===== config.mk =====
export PLATFORM = sky130hd
export DESIGN_NAME = fetch_queue_flat
export DESIGN_NICKNAME = d
export VERILOG_FILES = /design/src/rtl/fetch_queue_if.sv /design/src/rtl/fetch_queue.sv /design/src/flat_wrapper.sv
export SDC_FILE = /design/constraint.sdc
export NUM_CORES = 1
export LEC_CHECK = 0
export ABC_AREA = 1
export BUFFER_PORTS_ARGS = -buffer_cell sky130_fd_sc_hd__buf_2
export CAP_MARGIN = 20
export CORE_MARGIN = 8
export CORE_UTILIZATION = 35
export DETAILED_ROUTE_END_ITERATION = 8
export SLEW_MARGIN = 30
export SYNTH_ARGS = -nofsm -noshare
export SYNTH_HDL_FRONTEND = slang
export SYNTH_SLANG_ARGS = --single-unit

===== constraint.sdc =====
create_clock -name clk -period 10.4 [get_ports clk]
set_input_delay 1.56 -clock clk [delete_from_list [all_inputs] [get_ports clk]]
set_output_delay 1.56 -clock clk [all_outputs]
set_load 0.02 [all_outputs]

===== src/rtl/fetch_queue_if.sv =====
// Fetch queue bus: groups the fetch-side offer, the decode-side consume and the
// flush request with the queue status outputs.
//   fetch_in     fetch -> queue   entry offered; .valid = offer
//   fetch_ready  queue -> fetch   queue accepts fetch_in this cycle
//   decode_ready decode -> queue  decode consumes fetch_out this cycle
//   fetch_out    queue -> decode  oldest entry; .valid = not empty
//   flush        pipe -> queue    synchronous flush, empties the queue
//   count        queue -> pipe    current number of entries
// Modports: master (fetch/decode/pipeline side), slave (the queue).
interface fetch_queue_if #(
  parameter int unsigned ADDR_WIDTH = 32,
  parameter int unsigned DATA_WIDTH = 32,
  parameter int unsigned DEPTH      = 8
);
  typedef struct packed {
    logic [ADDR_WIDTH-1:0] addr;
    logic [DATA_WIDTH-1:0] data;
    logic                  valid;
  } fetch_t;

  fetch_t                       fetch_in;
  logic                         fetch_ready;
  logic                         decode_ready;
  fetch_t                       fetch_out;
  logic                         flush;
  logic [$clog2(DEPTH+1)-1:0]   count;

  modport master (
    output fetch_in,
    output decode_ready,
    output flush,
    input  fetch_ready,
    input  fetch_out,
    input  count
  );

  modport slave (
    input  fetch_in,
    input  decode_ready,
    input  flush,
    output fetch_ready,
    output fetch_out,
    output count
  );
endinterface


===== src/rtl/fetch_queue.sv =====
// fetch_queue: first-word-fall-through FIFO of fetched instruction words
// between the fetch stage and instruction decode. Absorbs decode stalls and
// drops every entry on a pipeline flush.
// Ports:
//   clk  rising-edge clock
//   rst  asynchronous active-high reset
//   bus  fetch_queue_if.slave (fetch_in/fetch_ready, fetch_out/decode_ready,
//        flush, count)
module fetch_queue #(
  parameter int unsigned ADDR_WIDTH = 32,
  parameter int unsigned DATA_WIDTH = 32,
  parameter int unsigned DEPTH      = 8
) (
  input  logic          clk,
  input  logic          rst,
  fetch_queue_if.slave  bus
);
  localparam int unsigned PtrW = $clog2(DEPTH);
  localparam int unsigned CntW = $clog2(DEPTH + 1);

  logic [ADDR_WIDTH-1:0] addr_mem [DEPTH];
  logic [DATA_WIDTH-1:0] data_mem [DEPTH];

  logic [PtrW-1:0] wr_ptr_q, wr_ptr_d;
  logic [PtrW-1:0] rd_ptr_q, rd_ptr_d;
  logic [CntW-1:0] count_q, count_d;

  logic full, not_empty, push, pop;

  assign full      = (count_q == CntW'(DEPTH));
  assign not_empty = (count_q != '0);

  // Ready depends only on state and flush, so a pop never raises it in the
  // same cycle; the freed slot shows up as ready on the next cycle.
  assign bus.fetch_ready = !full && !bus.flush;
  assign push            = bus.fetch_in.valid && bus.fetch_ready;
  assign pop             = not_empty && bus.decode_ready;

  // Output is purely a function of registered state (no bypass from fetch_in).
  assign bus.fetch_out.valid = not_empty;
  assign bus.fetch_out.addr  = not_empty ? addr_mem[rd_ptr_q] : '0;
  assign bus.fetch_out.data  = not_empty ? data_mem[rd_ptr_q] : '0;
  assign bus.count           = count_q;

  always_comb begin
    wr_ptr_d = wr_ptr_q;
    rd_ptr_d = rd_ptr_q;
    count_d  = count_q;
    if (bus.flush) begin
      wr_ptr_d = '0;
      rd_ptr_d = '0;
      count_d  = '0;
    end else begin
      // Pointers wrap DEPTH-1 -> 0 by natural overflow (DEPTH is a power of two).
      if (push) wr_ptr_d = wr_ptr_q + PtrW'(1);
      if (pop)  rd_ptr_d = rd_ptr_q + PtrW'(1);
      unique case ({push, pop})
        2'b10:   count_d = count_q + CntW'(1);
        2'b01:   count_d = count_q - CntW'(1);
        default: count_d = count_q;
      endcase
    end
  end

  always_ff @(posedge clk or posedge rst) begin
    if (rst) begin
      wr_ptr_q <= '0;
      rd_ptr_q <= '0;
      count_q  <= '0;
    end else begin
      wr_ptr_q <= wr_ptr_d;
      rd_ptr_q <= rd_ptr_d;
      count_q  <= count_d;
    end
  end

  // Storage needs no reset; push is already suppressed during flush.
  always_ff @(posedge clk) begin
    if (push) begin
      addr_mem[wr_ptr_q] <= bus.fetch_in.addr;
      data_mem[wr_ptr_q] <= bus.fetch_in.data;
    end
  end

  a_count_bound : assert property (@(posedge clk) disable iff (rst)
    count_q <= CntW'(DEPTH));
  a_no_push_full : assert property (@(posedge clk) disable iff (rst)
    !(push && full));
  a_no_pop_empty : assert property (@(posedge clk) disable iff (rst)
    !(pop && !not_empty));
endmodule


===== src/flat_wrapper.sv =====
// flat-port wrapper written by rule: the top's interface ports become plain ports
module fetch_queue_flat 
#(
  parameter int unsigned ADDR_WIDTH = 32,
  parameter int unsigned DATA_WIDTH = 32,
  parameter int unsigned DEPTH      = 8
)
  (clk, rst, bus_fetch_in, bus_decode_ready, bus_flush, bus_fetch_ready, bus_fetch_out, bus_count);
  fetch_queue_if #(.ADDR_WIDTH(ADDR_WIDTH), .DATA_WIDTH(DATA_WIDTH), .DEPTH(DEPTH)) bus_i ();
  input  logic clk;
  input  logic rst;
  input wire logic [$bits(bus_i.fetch_in)-1:0] bus_fetch_in;
  input wire logic [$bits(bus_i.decode_ready)-1:0] bus_decode_ready;
  input wire logic [$bits(bus_i.flush)-1:0] bus_flush;
  output wire logic [$bits(bus_i.fetch_ready)-1:0] bus_fetch_ready;
  output wire logic [$bits(bus_i.fetch_out)-1:0] bus_fetch_out;
  output wire logic [$bits(bus_i.count)-1:0] bus_count;
  assign bus_i.fetch_in = bus_fetch_in;
  assign bus_i.decode_ready = bus_decode_ready;
  assign bus_i.flush = bus_flush;
  assign bus_fetch_ready = bus_i.fetch_ready;
  assign bus_fetch_out = bus_i.fetch_out;
  assign bus_count = bus_i.count;
  fetch_queue #(.ADDR_WIDTH(ADDR_WIDTH), .DATA_WIDTH(DATA_WIDTH), .DEPTH(DEPTH)) u_core (.clk(clk), .rst(rst), .bus(bus_i));
endmodule

==> Yosys cells after proc, flatten, opt, wreduce, memory -nomap -nowiden <==
Memory sizes are Yosys's and may differ from the RTL's.
Cells that the tools add are included.
Widths: inputs -> output; s select.
{ "totals": {"reg_bits": 10, "ram_bits": 512, "word_cells": 31, "mem_count": 2} }
{ "classes": {"addsub": 4, "eq_ne": 3, "n_mux": 10, "reduce_logical": 9} }
{ "mem_list": {"columns": ["name", "words", "width", "read_ports", "rd_clocked_by_memory_dff", "write_ports", "line", "text"], "rows": [
  ["u_core.addr_mem", 8, 32, 1, 0, 1, "fetch_queue.sv:21", "logic [ADDR_WIDTH-1:0] addr_mem [DEPTH];"],
  ["u_core.data_mem", 8, 32, 1, 0, 1, "fetch_queue.sv:22", "logic [DATA_WIDTH-1:0] data_mem [DEPTH];"]
]} }
{ "ops": {"columns": ["operator", "count"], "rows": [
  ["$mux 32", 2],
  ["$mux 3", 4],
  ["$pmux 4 s2", 1],
  ["$add 3x1->3 const B", 2],
  ["$add 4x1->4 const B", 1],
  ["$eq 4x4->1 const B", 1],
  ["$mux 4", 1],
  ["$reduce_bool 2->1", 2],
  ["$reduce_bool 4->1", 1],
  ["$sub 4x1->4 const B", 1],
  ["$logic_and 1x1->1", 3],
  ["$reduce_bool 3->1", 1],
  ["$eq 2x1->1 const B", 1],
  ["$eq 2x2->1 const B", 1],
  ["$logic_not 1->1", 2],
  ["$mux 1", 2]
]} }

==> Logic depth before layout (Yosys ltp) <==
{ "depth": {"ltp_word": 7, "mapped_depth": 14, "depth_no_buf": 14} }

==> Worst setup path before layout <==
No wires, ideal clock.
{ "synth_path": {"kind": "input to register", "start": "input port bus_flush", "end": "memory u_core.addr_mem[0][0], enable pin", "setup_time_ns": 0.486, "arrival_ns": 4.743, "required_time_ns": 9.914, "path_slack_ns": 5.171, "cell_stages": 5, "cell_sequence": "inv_1 > nand3_1 > inv_1 > nand2_1 > nor2_1"} }
{ "synth_via": {"elab_chain_cells": 5} }
{ "synth_lines": {"columns": ["element", "line", "text"], "rows": [
  ["start, declared", "flat_wrapper.sv:14", "input wire logic [$bits(bus_i.flush)-1:0] bus_flush;"],
  ["$logic_not 1->1", "fetch_queue.sv:35", "assign bus.fetch_ready = !full && !bus.flush;"],
  ["$logic_and 1x1->1", "fetch_queue.sv:35", null],
  ["$logic_and 1x1->1", "fetch_queue.sv:36", "assign push = bus.fetch_in.valid && bus.fetch_ready;"],
  ["$mux 1", "fetch_queue.sv:79", "if (push) begin"],
  ["$mux 1 (implied by the code)", "fetch_queue.sv:80", "addr_mem[wr_ptr_q] <= bus.fetch_in.addr;"],
  ["end, declared", "fetch_queue.sv:21", null]
]} }
No other way between the ends.

==> Worst setup path after layout <==
{ "layout_path": {"start": "register u_core.rd_ptr_q[0]", "end": "output port bus_fetch_out[16]"} }
{ "layout_via": {"elab_chain_cells": 2} }
{ "layout_lines": {"columns": ["element", "line", "text"], "rows": [
  ["start, declared", "fetch_queue.sv:25", "logic [PtrW-1:0] rd_ptr_q, rd_ptr_d;"],
  ["start signal, assigned", "fetch_queue.sv:72", "rd_ptr_q <= rd_ptr_d;"],
  ["$mem_v2 8x32", null, null],
  ["$mux 32", "fetch_queue.sv:42", "assign bus.fetch_out.data = not_empty ? data_mem[rd_ptr_q] : '0;"],
  ["end, declared", "flat_wrapper.sv:16", "output wire logic [$bits(bus_i.fetch_out)-1:0] bus_fetch_out;"]
]} }
No other way between the ends.

==> metrics.csv <==
metric;value;unit
routed-wl-met3;2780;microns
ant_nets;0;
outcome;completed;
critPathMaxFanout;153;
ys_seq_area_share;75.7;%
ctsResizeCount;0;
hold_path_class;reg2reg;
ios;139;
wirelength;50200;microns
grtUsageTotal;14.6;%
synth_area_per_cell;13.3;sq um
cap_violations;0;
cts.clk_slew.worst_paths;0.06;ns
root_buffer;clkbuf_16;
cts_buffers;53;
grt_max_degree;154;
path_class;reg2out;
p_switching;0.00203;W
finalHoldViolCount;0;
power_frac_seq;41.2;%
insertion_delay;0.61;ns
power_leakage;8.02;nW
swShare;33.8;%
clkPwrFrac;30.7;%
gr-total-overflow;0;
rows;89;
min_period;5.45;ns
layout-drive-gt1-share;15.4;%
fin_worst_skew;0.0271;ns
crit_path_end_kind;output port;
dp_hpwl;25900;microns
netlist_area;20600;sq um
route.met2.wl;24300;microns
core-area;58700;sq um
cts_hold_buffers;0;
worst-endpoint-arrival;3.89;ns
combPwrFrac;28.2;%
drt-met1-wl;21900;microns
die_area;67000;sq um
die_h;259;microns
grt_pass1_wl;75600;microns
yosys_warnings;0;
fin_crit_sh;52.4;%
slew_headroom;35.8;%
place_ws;5.60;ns
tritoncts;yes;
cts_num_sinks;522;
h-tree-depth;2;
worst_pin_slew;0.963;ns
highest_layer;met5;
io_buffers;138;
peakVddDrop;134;uV
nNetsFinal;1733;
netlist_instances;1550;
p_int;0.00397;W
fin_ws;4.95;ns
drt_first_pass_iters;5;
cp-start-kind;flip-flop;
antenna_found_initial;12;
vias;12620;
cts_max_path_buffers;3;
globalplace.congestion;0.691;
dr.first_iter.drc_count;996;
finalMaxSlewViolations;0;
ys_ff_latch;522;
area_growth;15.5;%
power.density;252;nW/um^2
synth.distinct_cells;24;
grt_setup_unrepaired;no;
grt_pass1_vias;12463;
setup-tns-final;0;ns
wire_per_inst;20.2;microns
synth_nets;1623;
required;8.84;ns
post_cts_buffers;0;
viasPerCell;5.08;
fmax;183;MHz
initial_utilization;35.2;%
setup-violations-final;0;
drc;0;
die_x;259;microns
==> synthesized netlist by cell type <==
cell	instances	area (sq um)
a21oi_1	3	15.0
a21oi_2	2	17.5
buf_1	4	15.0
buf_2	36	180
buf_4	2	15.0
buf_6	6	67.6
buf_8	1	15.0
clkbuf_1	57	214
dfrtp_1	10	250
edfxtp_1	512	15400
ha_1	4	50.1
inv_1	18	67.6
inv_2	2	7.51
nand2_1	30	113
nand3_1	7	35.0
nand4_1	1	6.26
nor2_1	524	1970
nor2_2	2	12.5
o21a_1	2	15.0
o21ai_0	150	751
o21ai_1	48	240
o32ai_1	116	1020
o32ai_2	12	195
xnor2_1	1	8.76
==> layout by cell type (no fill, tap or decap), drive strengths merged <==
master,instances
o32ai,128
clkinv,27
a21oi,5
diode,5
ha,4
edfxtp,512
buf,161
nor2,526
nand2,30
nand3,7
nand4,1
inv,21
o21ai,198
bufinv,5
dfrtp,10
clkbuf,66
o21a,2
xnor2,1
==> metrics by stage <==
step                std cells  hold slack [ns]  cell area [sq um]  power, W  utilization (%)
floorplan                1550            0.551              20600   0.00369                -
global route             2479            0.612              23800   0.00632             40.6
finish                   2482            0.567              23900   0.00600             40.6
CTS                      2475            0.574              23800   0.00608             40.5
detailed placement       2376            0.562              22100   0.00424             37.7
global placement         2373            0.547              22000   0.00421             37.5
==> critical path, stage by stage (launching register included) <==
cell and delay, ns:
dfrtp_4 0.75, inv_8 0.77, buf_6 0.69, nor2_1 0.08
o32ai_1 0.25, o21ai_1 0.08, nor2_1 0.27, buf_2 0.23
==> final timing paths <==
kind | depth (start not counted) | to | startpoint | slack (ns)
worst max-delay path | 7 | bus_fetch_out[16] | u_core.rd_ptr_q[0] | 4.95
worst min-delay path | 1 | u_core.bus.count[0] | u_core.bus.count[0] | 0.57
worst min register to register | 1 | u_core.bus.count[0] | u_core.bus.count[0] | 0.57
max in group asynchronous | 2 | u_core.rd_ptr_q[1] | rst | 9.13
worst max register to register | 9 | u_core.addr_mem[6][24] | u_core.bus.count[3] | 7.38
min in group asynchronous | 2 | u_core.rd_ptr_q[0] | rst | 0.95
==> metal layers <==
| metal | vias up | GRT usage [%] |
|---|---|---|
| met4 | 12 | 5.03 |
| met1 | 6275 | 18.9 |
| met3 | 77 | 3.23 |
| li1 | 5936 | - |
| met5 | - | 0 |
| met2 | 320 | 24.0 |
==> flip-flops by register name, summed over array words and instances, names as in the netlist <==
signal            flops
u_core.rd_ptr_q       3
u_core.data_mem     256
u_core.bus.count      4
u_core.addr_mem     256
u_core.wr_ptr_q       3
==> logic make-up after synthesis <==
group	after synthesis	synth area share, %
AOI/OAI and AO/OA	333	10.9
adders and majority gates	4	0.242
xor gates and xnor gates	1	0.0424
DFF	522	75.7
buffers and inverters	126	2.82
and+or+nand+nor	564	10.3
==> power by group through the flow <==
stage | Sequential (W) | Combinational (W) | Clock (W)
2_1_floorplan | 0.00246 | 0.00123 | 0
3_3_place_gp | 0.00251 | 0.00170 | 0
3_5_place_dp | 0.00251 | 0.00172 | 0
4_1_cts | 0.00247 | 0.00173 | 0.00188
5_1_grt | 0.00248 | 0.00188 | 0.00196
6_report | 0.00247 | 0.00169 | 0.00184
==> final cells by class <==
type                            count  area, sq um
Sequential cell                   522        15600
Clock inverter                     33          298
Fill cell                        5393        34800
Antenna cell                        5         12.5
Inverter                           20         82.6
Clock buffer                       66         1380
Tap cell                          773          967
Multi-Input combinational cell    902         4500
Timing Repair Buffer              161          982
Power figures use the tool's default switching activity.
